`config.mk`:
```
export PLATFORM = sky130hd
export DESIGN_NAME = key_param_ctrl
export DESIGN_NICKNAME = d
export VERILOG_FILES = /design/src/rtl/key_param_ctrl_pkg.sv /design/src/rtl/key_param_ctrl_cycle_timer.sv /design/src/rtl/key_param_ctrl.sv
export SDC_FILE = /design/constraint.sdc
export NUM_CORES = 1
export LEC_CHECK = 0
export CAP_MARGIN = 20
export CORE_MARGIN = 2
export CORE_UTILIZATION = 55
export CTS_CLUSTER_DIAMETER = 150
export DETAILED_ROUTE_END_ITERATION = 16
export DONT_BUFFER_PORTS = 1
export PLACE_DENSITY = 0.73
export SLEW_MARGIN = 20
export SYNTH_ARGS = -nofsm -noshare
export SYNTH_HDL_FRONTEND = slang
export SYNTH_SLANG_ARGS = --single-unit
```
`constraint.sdc`:
```
create_clock -name clk -period 2.9 [get_ports clk]
set_input_delay 0.725 -clock clk [delete_from_list [all_inputs] [get_ports clk]]
set_output_delay 0.725 -clock clk [all_outputs]
set_load 0.05 [all_outputs]
```
`src/rtl/key_param_ctrl_pkg.sv`:
```
// Shared definitions for the key-driven camera parameter controller:
// key codes as delivered by the debounced key scanner, and the FSM state type.
package key_param_ctrl_pkg;

    // Active-low key codes on key_value[1:0] (bit0 = UP, bit1 = DOWN)
    localparam logic [1:0] KEY_NONE = 2'b11;
    localparam logic [1:0] KEY_UP   = 2'b10;
    localparam logic [1:0] KEY_DN   = 2'b01;
    localparam logic [1:0] KEY_BOTH = 2'b00;

    typedef enum logic [1:0] {
        ST_IDLE = 2'd0,
        ST_REQ  = 2'd1,
        ST_HOLD = 2'd2
    } state_t;

endpackage

```
`src/rtl/key_param_ctrl_cycle_timer.sv`:
```
// Loadable down-counter with terminal-count flag. Shared between the ack
// timeout and the post-transaction holdoff; the controller reloads it on each
// state change, so tc simply means "the loaded interval has elapsed".
module key_param_ctrl_cycle_timer #(
    parameter int unsigned W = 16
) (
    input  logic         clk,
    input  logic         rst_n,
    input  logic         load,
    input  logic [W-1:0] load_val,
    input  logic         en,
    output logic         tc
);

    logic [W-1:0] count;

    // Load has priority; otherwise count down while enabled and park at zero
    always_ff @(posedge clk) begin
        if (!rst_n) begin
            count <= '0;
        end else if (load) begin
            count <= load_val;
        end else if (en && (count != '0)) begin
            count <= count - W'(1);
        end
    end

    assign tc = (count == '0);

endmodule

```
`src/rtl/key_param_ctrl.sv`:
```
// Key-driven parameter controller: turns debounced UP/DOWN/BOTH key events into
// a saturating parameter value and pushes every change to the SCCB writer over
// a req/ack handshake, with an ack timeout and a holdoff after each attempt.
//
//  state   | meaning
//  --------+-----------------------------------------------------------------
//  ST_IDLE | waiting for a key event; only state in which events are decoded
//  ST_REQ  | cfg_req high with candidate on cfg_data; waiting for ack/timeout
//  ST_HOLD | holdoff after commit or timeout; key events are dropped
module key_param_ctrl
    import key_param_ctrl_pkg::*;
#(
    parameter int unsigned           KEY_WIDTH   = 2,
    parameter int unsigned           VAL_WIDTH   = 8,
    parameter logic [VAL_WIDTH-1:0]  VAL_INIT    = 8'h40,
    parameter logic [VAL_WIDTH-1:0]  VAL_MIN     = 8'h00,
    parameter logic [VAL_WIDTH-1:0]  VAL_MAX     = 8'hFF,
    parameter logic [VAL_WIDTH-1:0]  STEP        = 8'h04,
    parameter int unsigned           ACK_TIMEOUT = 50000,
    parameter int unsigned           HOLDOFF     = 500000
) (
    input  logic                 clk,
    input  logic                 rst_n,
    input  logic                 key_flag,
    input  logic [KEY_WIDTH-1:0] key_value,
    output logic                 cfg_req,
    output logic [VAL_WIDTH-1:0] cfg_data,
    input  logic                 cfg_ack,
    output logic                 cfg_err,
    output logic                 busy,
    output logic [VAL_WIDTH-1:0] param_value
);

    localparam int unsigned TMR_MAX = (ACK_TIMEOUT > HOLDOFF) ? ACK_TIMEOUT : HOLDOFF;
    localparam int unsigned TMR_W   = $clog2(TMR_MAX + 1);
    localparam logic [TMR_W-1:0] ACK_LOAD  = TMR_W'(ACK_TIMEOUT - 1);
    localparam logic [TMR_W-1:0] HOLD_LOAD = TMR_W'(HOLDOFF - 1);

    state_t               state;
    logic [VAL_WIDTH:0]   sum_ext;
    logic [VAL_WIDTH:0]   diff_ext;
    logic [VAL_WIDTH-1:0] up_val;
    logic [VAL_WIDTH-1:0] dn_val;
    logic [VAL_WIDTH-1:0] cand;
    logic                 ev_valid;
    logic                 start;
    logic                 tmr_load;
    logic [TMR_W-1:0]     tmr_val;
    logic                 tmr_en;
    logic                 tmr_tc;

    // Saturating step arithmetic one bit wider than the value, so neither the
    // carry out of UP nor the borrow out of DOWN can wrap into range
    always_comb begin
        sum_ext  = {1'b0, param_value} + {1'b0, STEP};
        diff_ext = {1'b0, param_value} - {1'b0, STEP};
        up_val   = (sum_ext > {1'b0, VAL_MAX}) ? VAL_MAX : sum_ext[VAL_WIDTH-1:0];
        // param < VAL_MIN + STEP covers both a borrow and landing below the floor
        if (diff_ext[VAL_WIDTH] ||
            ({1'b0, param_value} < ({1'b0, VAL_MIN} + {1'b0, STEP}))) begin
            dn_val = VAL_MIN;
        end else begin
            dn_val = diff_ext[VAL_WIDTH-1:0];
        end
    end

    // Key decode into a candidate value; KEY_NONE produces no event
    always_comb begin
        cand     = param_value;
        ev_valid = 1'b0;
        case (key_value[1:0])
            KEY_UP:   begin cand = up_val;   ev_valid = 1'b1; end
            KEY_DN:   begin cand = dn_val;   ev_valid = 1'b1; end
            KEY_BOTH: begin cand = VAL_INIT; ev_valid = 1'b1; end
            KEY_NONE: ev_valid = 1'b0;
            default:  ev_valid = 1'b0;
        endcase
    end

    assign start = key_flag && ev_valid && (cand != param_value);

    // Timer reload on each state entry: ack window into REQ, holdoff into HOLD
    always_comb begin
        tmr_load = 1'b0;
        tmr_val  = '0;
        case (state)
            ST_IDLE: if (start) begin
                tmr_load = 1'b1;
                tmr_val  = ACK_LOAD;
            end
            ST_REQ: if (cfg_ack || tmr_tc) begin
                tmr_load = 1'b1;
                tmr_val  = HOLD_LOAD;
            end
            default: tmr_load = 1'b0;
        endcase
    end

    assign tmr_en = (state != ST_IDLE);

    key_param_ctrl_cycle_timer #(
        .W (TMR_W)
    ) u_timer (
        .clk      (clk),
        .rst_n    (rst_n),
        .load     (tmr_load),
        .load_val (tmr_val),
        .en       (tmr_en),
        .tc       (tmr_tc)
    );

    // Controller FSM with all outputs registered; ack beats a same-cycle timeout
    always_ff @(posedge clk) begin
        if (!rst_n) begin
            state       <= ST_IDLE;
            cfg_req     <= 1'b0;
            cfg_err     <= 1'b0;
            busy        <= 1'b0;
            cfg_data    <= VAL_INIT;
            param_value <= VAL_INIT;
        end else begin
            cfg_err <= 1'b0;
            case (state)
                ST_IDLE: begin
                    if (start) begin
                        state    <= ST_REQ;
                        cfg_req  <= 1'b1;
                        cfg_data <= cand;
                        busy     <= 1'b1;
                    end
                end
                ST_REQ: begin
                    if (cfg_ack) begin
                        param_value <= cfg_data;
                        cfg_req     <= 1'b0;
                        state       <= ST_HOLD;
                    end else if (tmr_tc) begin
                        cfg_req <= 1'b0;
                        cfg_err <= 1'b1;
                        state   <= ST_HOLD;
                    end
                end
                ST_HOLD: begin
                    if (tmr_tc) begin
                        state <= ST_IDLE;
                        busy  <= 1'b0;
                    end
                end
                default: begin
                    state   <= ST_IDLE;
                    cfg_req <= 1'b0;
                    busy    <= 1'b0;
                end
            endcase
        end
    end

endmodule

```
Word-level counts from Yosys, hierarchy flattened

Cells that the tools add are included.

Add/sub/neg operators: 3
Order comparisons: 2
Equal/unequal tests: 9
Multiplexer cells: 23
Bitwise operators: 3
Reduce and logical (&&, ||, !) cells: 18

Operator list:

| operator              | count |
|---|---|
| $mux 19               | 3 |
| $pmux 19 s2           | 1 |
| $pmux 8 s3            | 1 |
| $logic_not 19->1      | 1 |
| $reduce_bool 19->1    | 1 |
| $sub 19x1->19 const B | 1 |
| $mux 16               | 1 |
| $mux 8                | 2 |
| $add 8x3->9 const B   | 1 |
| $gt 9x8->1 const B    | 1 |
| $reduce_and 3->1      | 3 |
| $sub 8x3->9 const B   | 1 |
| $lt 8x3->1 const B    | 1 |
| $mux 2                | 4 |
| $ne 8x8->1            | 1 |
| $eq 2x2->1 const B    | 3 |
| $mux 1                | 6 |
| $pmux 1 s3            | 2 |
| $pmux 2 s3            | 1 |
| $reduce_or 3->1       | 2 |
| $eq 2x1->1 const B    | 2 |
| $logic_not 2->1       | 2 |
| $ne 2x2->1 const B    | 2 |
| $pmux 1 s2            | 2 |
| other kinds (6)       | 13 |

Bits in registers: 40
Input bits: 6
Output and inout bits: 19
Logic and storage cells: 65

Depth between registers and ports, before layout

Gate-level depths: netlist of the first run.

Depth after elaboration: 9
Depth in mapped cells: 11
Mapped depth without buffers: 9

By module

Synthesis of the first run repeated with hierarchy kept, for this count alone.

Cell total of the unflattened synthesis: 359
Area, all modules: 2,875.3 µm²

By module, submodules not included:

| module                     | times used | cells each | area each (µm²) | sequential area each (µm²) |
|---|---|---|---|---|
| key_param_ctrl             | 1          | 190        | 1,544.0         | 420.4 |
| key_param_ctrl_cycle_timer | 1          | 169        | 1,331.3         | 380.4 |

Least setup slack after synthesis of the first run

Ideal clock, no wire load.

Kind: flip-flop to flip-flop
Start point: reg param_value[2]
End point: reg u_timer.count[12]
Library setup time: 0.072 ns
Data arrival time: 3.050 ns
Data required time: 2.828 ns
Setup slack: -0.222 ns
Stages on the path, launching flop included: 12
Buffers on the path: 2
Period minus slack after synthesis: 3.122 ns
Cells stage by stage: dfxtp_1 -> clkbuf_1 -> inv_1 -> ha_1 -> o21bai_1 -> a211oi_1 -> o32ai_2 -> xnor2_1 -> o41a_1 -> buf_6 -> a2111o_1 -> mux2i_1

Word-level cells in the longest chain between the ends: 9
Elaborated cells on any way between the ends: 14
Classes of those cells: add/sub (2); order compare (2); eq/ne (1); mux (6); reduce/logical (3)

Ends and longest elaborated chain:

| element                                        | RTL line                                   | source |
|---|---|---|
| start, declared                                | key_param_ctrl.sv:31                       | `output logic [VAL_WIDTH-1:0] param_value` |
| start signal, assigned                         | key_param_ctrl.sv:134                      | `param_value <= cfg_data;` |
| $add 8x3->9 (tied with other cells)            | key_param_ctrl.sv:55                       | `sum_ext = {1'b0, param_value} + {1'b0, STEP};` |
| $gt 9x8->1 or $logic_or 1x1->1 (tied branches) | key_param_ctrl.sv:57, key_param_ctrl.sv:59 |  |
| $mux 8, on equally long branches               | key_param_ctrl.sv:57, key_param_ctrl.sv:59 |  |
| $pmux 8 s3                                     | key_param_ctrl.sv:71                       | `case (key_value[1:0])` |
| $ne 8x8->1 (*)                                 | key_param_ctrl.sv:80                       | `assign start = key_flag && ev_valid && (cand != param_value);` |
| $logic_and 1x1->1 (*)                          | key_param_ctrl.sv:80                       |  |
| $mux 1 (*)                                     | key_param_ctrl.sv:87                       | `ST_IDLE: if (start) begin` |
| $pmux 1 s2 (*)                                 | key_param_ctrl.sv:86                       | `case (state)` |
| $mux 19 or $reduce_bool 2->1 (tied branches)   | -                                          |  |
| end signal, assigned                           | key_param_ctrl_cycle_timer.sv:22           | `count <= load_val;` |
| end signal, assigned                           | key_param_ctrl_cycle_timer.sv:24           | `count <= count - W'(1);` |
| end, declared                                  | key_param_ctrl_cycle_timer.sv:15           | `logic [W-1:0] count;` |

Mark *: on every way between the ends. The rest lies on a longest branch, timed or not.
A chain may end at the register's enable or synchronous reset.

Final worst setup path of the first run

Start point: reg param_value[7]
End point: reg cfg_data[6]

Word-level cells in the longest chain between the ends: 7
Elaborated cells on any way between the ends: 11
Classes of those cells: add/sub (2); order compare (2); eq/ne (1); mux (3); reduce/logical (3)

Ends and longest elaborated chain:

| element                                        | RTL line                                   | source |
|---|---|---|
| $add 8x3->9 (tied with other cells)            | key_param_ctrl.sv:55                       |  |
| $gt 9x8->1 or $logic_or 1x1->1 (tied branches) | key_param_ctrl.sv:57, key_param_ctrl.sv:59 |  |
| $mux 8, on equally long branches               | key_param_ctrl.sv:57, key_param_ctrl.sv:59 |  |
| $pmux 8 s3                                     | key_param_ctrl.sv:71                       |  |
| $ne 8x8->1                                     | key_param_ctrl.sv:80                       |  |
| $logic_and 1x1->1                              | key_param_ctrl.sv:80                       |  |
| $reduce_and 2->1 (no source line)              | -                                          |  |
| end signal, assigned                           | key_param_ctrl.sv:128                      | `cfg_data <= cand;` |
| end, declared                                  | key_param_ctrl.sv:27                       | `output logic [VAL_WIDTH-1:0] cfg_data,` |

Several ways; a longest one is shown, not always the timed one.

==> summary.md, run 1 <==
| Metric | Value |
|---|---|
| Clock sink count | 40 |
| Core area | 0.00444 sq mm |
| Commonest cells after routing, fill and taps aside | dfxtp_1 (38), a21oi_1 (32), nand2_1 (27) |
| Post-synth EDFFs | 0 |
| Row cnt | 24 |
| Met3 WL post-DR | 573 microns |
| Normalized max-slew margin | 0.516 |
| Fmax | 363 MHz |
| Fin. Hold Viols | 0 |
| Final period util | 0.949 |
| RSZ-0062 raised after global routing | false |
| Ys async rst share | 0 |
| DRT antenna net count | 0 |
| Final min period | 2.75 ns |
| CTS tree | built |
| Die area | 0.00527 sq mm |
| Most used cell, CP | nand2_1 |
| Post-Syn Nets | 342 |
| Post-Route WL | 6870 microns |
| Detailed Place HPWL | 4950 microns |
| CP Buf/Inv Count | 0 |
| Combinational share of power | 0.287 |
| Remaining global-route overflow | 0 |
| GR Util All Layers | 0.281 |
| CTS buffer count | 5 |
| Net Sw Power | 0.582 mW |
| CP max stage cell | dfxtp_1 |
| Worst path arrival time | 2.94 ns |
| Routed len/inst | 17.8 microns |
| Main flop type after synthesis | dfxtp_1 |
| DRC | 0 |
| Final TNS setup | 0 ns |
| Via density | 6.64 |
| Gpl congestion | 0.978 |
| Clock transition at path regs | 0.08 ns |
| Critical path's top delay family | compound AO/OA/AOI/OAI gates |
| Post-synthesis sequential area ratio | 0.310 |
| Die Height | 72.6 microns |
| Largest fanout on the critical path | 9 |
| HP Class | input port to register |
| Most common cell after layout, fill and taps aside | dfxtp_1 |
| Pint | 0.949 mW |
| Warnings from Yosys | 0 |
| Leak | 1.05 nW |
| Yosys cell types | 59 |
| TritonRoute pass-1 iters | 5 |
| Post-CTS Setup Repair Bufs | 0 |
| DRT met1 WL | 3250 microns |
| Count of pins over their slew limit | 0 |
| Initial DRC Count | 348 |
| Antenna Cells | 0 |
| Maximum clock insertion buffer count | 2 |
| Clk_skew | 0.00620 ns |
| Nets@finish | 345 |
| Vias in the first global route | 2340 |
| Largest net degree at the start of global routing | 29 |
| First-pass GRT wire length | 11600 microns |
| Max-cap viol count | 0 |
| Worst path required time | 3.09 ns |
| Highest Signal Layer | met4 |
| Critical-path cell list | nor4_4, nand2_1, a21o_1, o21ai_1, o41a_1, nand2_1, o311ai_1 |
| Worst-Skew Late Latency | 0.30 ns |
| Root buffer cell | clkbuf_8 |
| Worst IR Drop VDD | 0.000389 V |
| Area leader, netlist | dfxtp_1 |
| Port bufs | 0 |
| Ratio of cells with drive above 1 in the final layout | 0.129 |
| Initial antenna violation count | 0 |
| Net switching fraction of the power | 0.380 |
| Initial Util | 0.582 |
| Layout area overhead | 7.11% |
| Synthesized flop and latch total | 40 |
| Mean post-synth cell area | 7.81 sq um |
| Critical path's largest stage delay | 0.46 ns |
| Cell count after synthesis | 331 |
| Startpoint types | register |
| Die Span X | 72.6 microns |
| Worst Max-Slew Pin Slew | 0.723 ns |
| H-tree depth | 2 |
| Synth top area share | 0.310 |
| Setup Crit Path Kind | register to register |
| Synth top area cells | dfxtp_1 (31%), a21oi_1 (6.2%), nand2_1 (3.9%), o21ai_0 (3.5%), nand3_1 (3.3%) |
| Via count | 2563 |
| Part of the power in the clock network | 0.233 |
| Setup violations, final | 0 |
| Mapped cell area | 0.00259 sq mm |
| Outcome | finished, final reports clean |
| Routed met2 length | 2880 microns |
| Reg power frac | 0.480 |
| Design Power | 1.53 mW |
| Crit path capture type | register |
| P per Cell Area | 553 mW/mm^2 |
| Number of I/O pins | 25 |
## kinds of logic after synthesis
group / share of synthesized area
AOI/OAI and AO/OA: 0.283
xor gates and xnor gates: 0.0339
adders and majority gates: 0.0242
buffers and inverters: 0.0726
DFF: 0.310
muxes: 0.00774
and+or+nand+nor: 0.269
## layout make-up
type                       instances  area, sq um
clock buffer                       5         68.8
inverter                          14         52.6
sequential                        40          803
timing repair buffer              21          158
clock inverter                     2         12.5
multi-input combinational        252         1610
fill                             402         1670
tap                               52         65.1
## sequential cells by signal, indices dropped and copies added, names as in the netlist
| name | count |
|---|---|
| busy | 1 |
| cfg_data | 8 |
| cfg_err | 1 |
| cfg_req | 1 |
| param_value | 8 |
| state | 2 |
| u_timer.count | 19 |
## worst register-to-register path: cells and delay by family, from the launching register on
kind	cells	cell delay [ns]
AO/OA/AOI/OAI	4	1.32
flip-flops	1	0.46
AND/OR/NAND/NOR	3	0.86
## power groups by stage
| stage | logic [mW] | registers [mW] | clock network, mW |
|---|---|---|---|
| floorplan | 0.338 | 0.727 | 0 |
| global placement | 0.420 | 0.743 | 0 |
| detailed placement | 0.426 | 0.745 | 0 |
| CTS | 0.430 | 0.734 | 0.365 |
| global route | 0.484 | 0.744 | 0.380 |
| finish | 0.439 | 0.735 | 0.356 |
## Yosys cell counts, types with 3 or more instances
| master | instances |
|---|---|
| o21ai_0 | 18 |
| a21oi_1 | 32 |
| inv_1 | 12 |
| nor2_1 | 22 |
| buf_6 | 4 |
| nor4_1 | 3 |
| ha_1 | 5 |
| dfxtp_1 | 40 |
| buf_2 | 3 |
| or3_1 | 3 |
| nor3_1 | 15 |
| and2_1 | 5 |
| xor2_1 | 4 |
| nand3b_1 | 6 |
| clkbuf_1 | 16 |
| o2111ai_1 | 6 |
| or2_2 | 4 |
| o211ai_1 | 4 |
| o31ai_1 | 4 |
| a2111oi_0 | 3 |
| a31oi_1 | 9 |
| o21ai_1 | 4 |
| o21bai_1 | 5 |
| nand2_1 | 27 |
| o22ai_1 | 3 |
| xnor2_1 | 6 |
| nand4_1 | 4 |
| a211oi_1 | 5 |
| nand3_1 | 17 |
| and3_1 | 4 |
## repair_timing
item | CTS | global route
gates resized for setup | 0 | 2
endpoints found under the setup margin | 0 | 3
hold buffers | 0 | 0
## through the flow
step / setup WS, ns / cells / utilization / instance area [sq um] / hold slack (ns)
2_1_floorplan: 0.0659 / 331 / - / 2590 / 0.445
3_5_place_dp: 0.178 / 379 / 0.605 / 2690 / 0.482
5_1_grt: 0.0138 / 386 / 0.623 / 2770 / 0.508
4_1_cts: 0.193 / 386 / 0.623 / 2770 / 0.501
6_report: 0.148 / 386 / 0.623 / 2770 / 0.507
3_3_place_gp: 0.333 / 379 / 0.605 / 2690 / 0.472
## metal layers
layer / up-vias / global-route usage
li1: 1241 / -
met1: 1182 / 0.414
met5: - / 0
met3: 23 / 0.0691
met2: 117 / 0.397
met4: 0 / 0.103
## worst paths after layout
| check | startpoint | slack, ns | cells after the start | endpoint |
|---|---|---|---|---|
| min | rst_n | 0.51 | 1 | param_value[6]$_SDFFE_PN1P_ |
| min reg2reg | u_timer.count[17]$_SDFFE_PN0P_ | 0.51 | 1 | u_timer.count[17]$_SDFFE_PN0P_ |
| max reg2reg | param_value[7]$_SDFFE_PN0P_ | 0.15 | 7 | cfg_data[6]$_SDFFE_PN1N_ |
| max | param_value[7]$_SDFFE_PN0P_ | 0.15 | 7 | cfg_data[6]$_SDFFE_PN1N_ |
No activity file was read; power rests on OpenSTA's default activity.
==> run 2: changes to the inputs <==
- CORE_UTILIZATION: 55 -> 57
- PLACE_DENSITY: 0.73 -> 0.75
==> run 2 against run 1 <==
Against the previous run: critical path depth increased by 3; clock-buffer cell count increased by 1; flip-flop and latch count unchanged.
==> summary.md, run 2 (same netlist as run 1, synthesis figures left out) <==
| Metric | Value |
|---|---|
| H-tree depth | 2 (unchanged) |
| HP Class | register to register |
| Net Sw Power | 0.572 mW (-1.7%) |
| Fin. Hold Viols | 0 (unchanged) |
| Most common cell after layout, fill and taps aside | dfxtp_1 |
| Leak | 1.03 nW (-1.4%) |
| CTS tree | built |
| Die area | 0.00509 sq mm (-3.3%) |
| Initial Util | 0.594 (+0.0120) |
| Gpl congestion | 0.878 (-10%) |
| Final min period | 2.74 ns (-0.0132 ns) |
| TritonRoute pass-1 iters | 4 (-1) |
| Initial antenna violation count | 0 (unchanged) |
| Area of the multi-input gates | 0.00161 sq mm (about the same) |
| Number of I/O pins | 25 (unchanged) |
| Critical-path cell list | inv_1, ha_1, o21bai_1, a211oi_1, o32ai_2, xnor2_1, o41ai_4, buf_4, a2111oi_0, nor3_1 |
| Clock sink count | 40 (unchanged) |
| Worst-Skew Late Latency | 0.30 ns (about the same) |
| Setup Crit Path Kind | register to register |
| Port bufs | 0 (unchanged) |
| Post_cts resized | 0 (unchanged) |
| Post-place setup slack | 0.231 ns (+0.0528 ns) |
| Vias in the first global route | 2338 (-0.085%) |
| Root buffer cell | clkbuf_8 |
| Fmax | 365 MHz (+0.48%) |
| Worst IR Drop VDD | 0.000337 V (-13%) |
| Largest fanout on the critical path | 12 (+3) |
| Critical path's largest stage delay | 0.45 ns (about the same) |
| Setup violations, final | 0 (unchanged) |
| Routed len/inst | 17.8 microns (about the same) |
| Worst path required time | 3.06 ns (-0.03 ns) |
| Largest register FFs | 19 (unchanged) |
| Part of the power in the clock network | 0.231 (-0.002) |
| R2R Setup Slk | 0.16 ns (about the same) |
| Post-Route WL | 6810 microns (-0.84%) |
| Die Span X | 71.4 microns (-1.7%) |
| Register Area | 803 sq um (unchanged) |
| Hold_buf cts | 0 (unchanged) |
| Remaining global-route overflow | 0 (unchanged) |
| Number of fillers in the final layout | 403 (+0.25%) |
| Most flops, register | u_timer.count |
| DRT antenna net count | 0 (unchanged) |
| Crit path capture type | register |
| Net switching fraction of the power | 0.376 (-0.00383) |
| Largest net degree at the start of global routing | 29 (unchanged) |
| Clk_skew | 0.00773 ns (+0.00154 ns) |
| Pint | 0.948 mW (-0.11%) |
| DRC | 0 (unchanged) |
| First-pass GRT wire length | 11500 microns (-0.90%) |
| Commonest cells after routing, fill and taps aside | dfxtp_1 (38), a21oi_1 (32), nand2_1 (27) |
| Die Height | 71.4 microns (-1.7%) |
| Normalized max-slew margin | 0.504 (-0.0118) |
| Reg power frac | 0.482 (+0.002) |
| Combinational share of power | 0.287 (about the same) |
| Layout area overhead | 6.05% |
| GR Util All Layers | 0.282 (+0.00101) |
| Final period util | 0.944 (-0.00454) |
| Count of pins over their slew limit | 0 (unchanged) |
| P per Cell Area | 554 mW/mm^2 (+0.28%) |
| Antenna Cells | 0 (unchanged) |
| Largest regs | u_timer.count: 19 flops, cfg_data: 8 flops, param_value: 8 flops |
| CTS buffer count | 5 (unchanged) |
| Detailed Place HPWL | 4730 microns (-4.3%) |
| Nets@finish | 342 (-0.87%) |
| RSZ-0062 raised after global routing | false |
| Maximum clock insertion buffer count | 2 (unchanged) |
| Initial DRC Count | 199 (-43%) |
| Clock transition at path regs | 0.08 ns (about the same) |
| Outcome | finished, final reports clean |
| Startpoint types | register |
| CP max stage cell | dfxtp_2 |
| Via density | 6.57 (-1.0%) |
| Ratio of cells with drive above 1 in the final layout | 0.118 (-0.0109) |
| Setup ws final | 0.162 ns (+0.0132 ns) |
| Row cnt | 24 (unchanged) |
| Final TNS setup | 0 ns (unchanged) |
| Max-cap viol count | 0 (unchanged) |
| Post-CTS Setup Repair Bufs | 0 (unchanged) |
| Worst Max-Slew Pin Slew | 0.734 ns (+0.0111 ns) |
| Design Power | 1.52 mW (-0.72%) |
| Via count | 2517 (-1.8%) |
| Core area | 0.00435 sq mm (-2.0%) |
| Worst path arrival time | 2.90 ns (-0.04 ns) |
[run 2: changes by cell type in the layout (fill, tap and decap cells not counted)]
cell        change
clkbuf_1        +1
clkinvlp_4      -1
buf_4           -3
o311ai_1        -1
a2111oi_0       +1
o311ai_0        +1
a2111oi_1       -1
[run 2: final cells by class]
cell class                      count  share of cell area
Multi-Input combinational cell    252               0.587
Clock inverter                      1             0.00182
Clock buffer                        6              0.0265
Inverter                           14              0.0192
Sequential cell                    40               0.293
Timing Repair Buffer               18              0.0493
Tap cell                           52              0.0237
[run 2: final timing paths]
check / from / to / cells past startpoint
worst max-delay path: param_value[2]$_SDFFE_PN0P_ / cfg_data[0]$_SDFFE_PN0N_ / 10
worst min-delay path: u_timer.count[17]$_SDFFE_PN0P_ / u_timer.count[17]$_SDFFE_PN0P_ / 1
worst min register to register: u_timer.count[17]$_SDFFE_PN0P_ / u_timer.count[17]$_SDFFE_PN0P_ / 1
worst max register to register: param_value[2]$_SDFFE_PN0P_ / cfg_data[0]$_SDFFE_PN0N_ / 10
[run 2: through the flow]
stage	hold WS [ns]	cell area, sq um	cells	util
floorplan	0.445	2590	331	-
global placement	0.472	2670	376	0.612
detailed placement	0.473	2670	376	0.612
CTS	0.492	2740	383	0.630
global route	0.495	2740	383	0.630
finish	0.491	2740	383	0.630
[run 2: routing by layer]
metal | part of all wire | up-vias | global-route usage
met4 | 0.036 | 0 | 0.166
met2 | 0.49 | 84 | 0.445
li1 | - | 1221 | -
met1 | 0.42 | 1193 | 0.362
met3 | 0.051 | 19 | 0.0492
met5 | 0 | - | 0
[run 2: power by group through the flow]
| stage | clock network (mW) | logic [mW] | registers (mW) |
|---|---|---|---|
| final | 0.352 | 0.435 | 0.732 |
| after floorplan | 0 | 0.338 | 0.727 |
| after global routing | 0.388 | 0.481 | 0.741 |
| after detailed placement | 0 | 0.425 | 0.742 |
| after global placement | 0 | 0.416 | 0.743 |
| after CTS | 0.361 | 0.428 | 0.731 |
[run 2: worst max-delay path, delay by kind of cell (launching register included)]
family | cells | cell delay (ns)
AOI/OAI and AO/OA | 5 | 1.18
xor gates and xnor gates | 1 | 0.31
adders and majority gates | 1 | 0.28
buffers and inverters | 2 | 0.30
DFF | 1 | 0.45
and+or+nand+nor | 1 | 0.09
==> run 3: changes to the inputs <==
--- a/config.mk
+++ b/config.mk
@@ -7,5 +7,5 @@
 export LEC_CHECK = 0
-export CAP_MARGIN = 20
+export CAP_MARGIN = 40
 export CORE_MARGIN = 2
-export CORE_UTILIZATION = 57
+export CORE_UTILIZATION = 60
 export CTS_CLUSTER_DIAMETER = 150
@@ -13,3 +13,3 @@
 export DONT_BUFFER_PORTS = 1
-export PLACE_DENSITY = 0.75
+export PLACE_DENSITY = 0.76
 export SLEW_MARGIN = 20
==> constraint.sdc (replaced) <==
create_clock -name clk -period 3.4 [get_ports clk]
set_input_delay 0.68 -clock clk [delete_from_list [all_inputs] [get_ports clk]]
set_output_delay 0.68 -clock clk [all_outputs]
set_load 0.05 [all_outputs]
==> run 3 against run 2 <==
Against the previous run: clock-buffer cell count rose by 1; sequential power fell by 14%; sequential share of layout area decreased by 0.051 points; power is 13% lower; combinational power shrank 17%; clock power shrank 6.0%; critical path type unchanged; first-iteration DRC count rose by 65%; worst hold slack got worse by 0.027 ns; maximum frequency shrank 6.3%.
==> summary.md, run 3 (same netlist as run 1, synthesis figures left out) <==
| Metric | Value |
|---|---|
| Largest regs | u_timer.count: 19 flops, cfg_data: 8 flops, param_value: 8 flops |
| DRC | 0 (unchanged) |
| Layout area overhead | 5.90% |
| Clock transition at path regs | 0.08 ns (about the same) |
| TritonRoute pass-1 iters | 6 (+2) |
| Worst Max-Slew Pin Slew | 0.791 ns (+0.0572 ns) |
| Largest net degree at the start of global routing | 29 (unchanged) |
| Final min period | 2.92 ns (+0.183 ns) |
| Worst IR Drop VDD | 0.000311 V (-7.6%) |
| CTS buffer count | 5 (unchanged) |
| Post-Route WL | 6560 microns (-3.6%) |
| Setup Crit Path Kind | register to register |
| Count of pins over their slew limit | 0 (unchanged) |
| Die Height | 69.7 microns (-2.4%) |
| CTS tree | built |
| Most flops, register | u_timer.count |
| Normalized max-slew margin | 0.466 (-0.0386) |
| Hold_buf cts | 0 (unchanged) |
| GR Util met1 | 0.410 (+0.0474) |
| Part of the power in the clock network | 0.251 (+0.020) |
| Via density | 6.52 (-0.81%) |
| Stages on worst setup path | 9 (-1) |
| Row cnt | 23 (-4.2%) |
| GR Util met2 | 0.418 (-0.0277) |
| Ratio of cells with drive above 1 in the final layout | 0.109 (-0.00873) |
| Most Crowded Layer GR | met2 |
| GRT met3 Usage | 0.0770 (+0.0278) |
| RSZ-0062 raised after global routing | false |
| Final period util | 0.859 (-0.0851) |
| Remaining global-route overflow | 0 (unchanged) |
| DRT antenna net count | 0 (unchanged) |
| Reg power frac | 0.475 (-0.007) |
| Largest fanout on the critical path | 12 (unchanged) |
| Die area | 0.00485 sq mm (-4.7%) |
| Fmax | 342 MHz (-6.3%) |
| Port bufs | 0 (unchanged) |
| Combinational share of power | 0.274 (-0.013) |
| Largest register FFs | 19 (unchanged) |
| Clock sink count | 40 (unchanged) |
| Critical path's largest stage delay | 0.56 ns (+0.11 ns) |
| Net switching fraction of the power | 0.369 (-0.00755) |
| Via count | 2477 (-1.6%) |
| Root buffer cell | clkbuf_8 |
| Commonest cells after routing, fill and taps aside | dfxtp_1 (40), a21oi_1 (32), nand2_1 (27) |
| Post_cts resized | 0 (unchanged) |
| Cell area after layout | 0.00274 sq mm (-0.14%) |
| GR Util All Layers | 0.285 (+0.00306) |
| Worst path arrival time | 3.12 ns (+0.22 ns) |
| Die Span X | 69.7 microns (-2.4%) |
| HP Class | input port to register |
| Vias in the first global route | 2337 (-0.043%) |
| R2r worst-path depth | 9 (-1) |
| Initial DRC Count | 328 (+65%) |
| Detailed Place HPWL | 4720 microns (-0.33%) |
| Net Sw Power | 0.486 mW (-15%) |
| Pint | 0.833 mW (-12%) |
| Fin. Hold Viols | 0 (unchanged) |
| Initial Util | 0.633 (+0.0389) |
| Critical R2R Launch | param_value[3]$_SDFFE_PN0P_ |
| Startpoint types | register |
| Worst-Skew Late Latency | 0.30 ns (about the same) |
| Critical-path cell list | inv_1, ha_1, o21bai_1, a211oi_1, o32ai_2, xnor2_1, o41a_1, nand2_1, o311ai_1 |
| H-tree depth | 2 (unchanged) |
| Core area | 0.00409 sq mm (-6.1%) |
| Nets@finish | 340 (-0.58%) |
| Crit path capture type | register |
| Post-CTS Setup Repair Bufs | 0 (unchanged) |
| Outcome | finished, final reports clean |
| Initial antenna violation count | 0 (unchanged) |
| Post-DP Area | 0.00265 sq mm (-0.75%) |
| Hold depth | 1 (unchanged) |
| Number of I/O pins | 25 (unchanged) |
| Critical path's top delay family | compound AO/OA/AOI/OAI gates |
| First-pass GRT wire length | 11300 microns (-1.5%) |
| Setup violations, final | 0 (unchanged) |
| Min-Delay Startpoint | rst_n |
| P per Cell Area | 482 mW/mm^2 (-13%) |
| Worst path required time | 3.60 ns (+0.54 ns) |
| Final TNS setup | 0 ns (unchanged) |
| CP max stage cell | dfxtp_1 |
| Maximum clock insertion buffer count | 2 (unchanged) |
| Leak | 1.02 nW (-0.82%) |
| Max-cap viol count | 0 (unchanged) |
| Crit path launch | param_value[3]$_SDFFE_PN0P_ |
| Clk_skew | 0.00760 ns (-0.000131 ns) |
| CP Buf/Inv Count | 1 (-1) |
| Most common cell after layout, fill and taps aside | dfxtp_1 |
| Gpl congestion | 0.998 (+14%) |
| Antenna Cells | 0 (unchanged) |
| Routed len/inst | 17.3 microns (-2.8%) |
-- run 3: cell count changes in the layout (fill, tap and decap cells not counted), sizes merged --
cell      previous run  this run
buf                 18        16
clkbuf               6         7
clkinv               1         0
clkinvlp             0         1
-- run 3: area by class of cell --
type	count	area, sq um
Clock inverter	1	7.51
Multi-Input combinational cell	252	1610
Timing Repair Buffer	16	120
Inverter	14	52.6
Clock buffer	7	86.3
Tap cell	50	62.6
Sequential cell	40	801
Fill cell	352	1350
-- run 3: power by group through the flow --
stage | logic, mW | clock network (mW) | registers [mW]
after floorplan | 0.288 | 0 | 0.620
after global placement | 0.349 | 0 | 0.635
after detailed placement | 0.356 | 0 | 0.635
after CTS | 0.357 | 0.337 | 0.625
after global routing | 0.408 | 0.355 | 0.634
final | 0.361 | 0.331 | 0.626
-- run 3: final timing paths --
| kind | to | slack (ns) |
|---|---|---|
| worst min-delay path | param_value[6]$_SDFFE_PN1P_ | 0.46 |
| worst max register to register | cfg_data[6]$_SDFFE_PN1N_ | 0.48 |
| worst min register to register | u_timer.count[17]$_SDFFE_PN0P_ | 0.49 |
| worst max-delay path | cfg_data[6]$_SDFFE_PN1N_ | 0.48 |
-- run 3: per-layer routing --
layer	part of all wire	up-vias	wire, microns
li1	-	1218	-
met1	0.48	1158	3180
met2	0.42	94	2730
met3	0.089	7	582
met4	0.011	0	72
met5	0	-	0
-- run 3: through the flow --
step,std cells,worst slack (ns),power (mW),hold WS [ns],util
CTS,380,0.510,1.32,0.460,0.670
detailed placement,372,0.533,0.991,0.480,0.647
global route,380,0.234,1.40,0.463,0.670
finish,380,0.479,1.32,0.464,0.670
global placement,372,0.670,0.984,0.474,0.647
floorplan,331,0.278,0.909,0.445,-
-- run 3: worst reg2reg max path, stage by stage (launching register included) --
cell	delay [ns]
dfxtp_1	0.56
inv_1	0.13
ha_1	0.29
o21bai_1	0.21
a211oi_1	0.29
o32ai_2	0.13
xnor2_1	0.30
o41a_1	0.28
nand2_1	0.28
o311ai_1	0.36
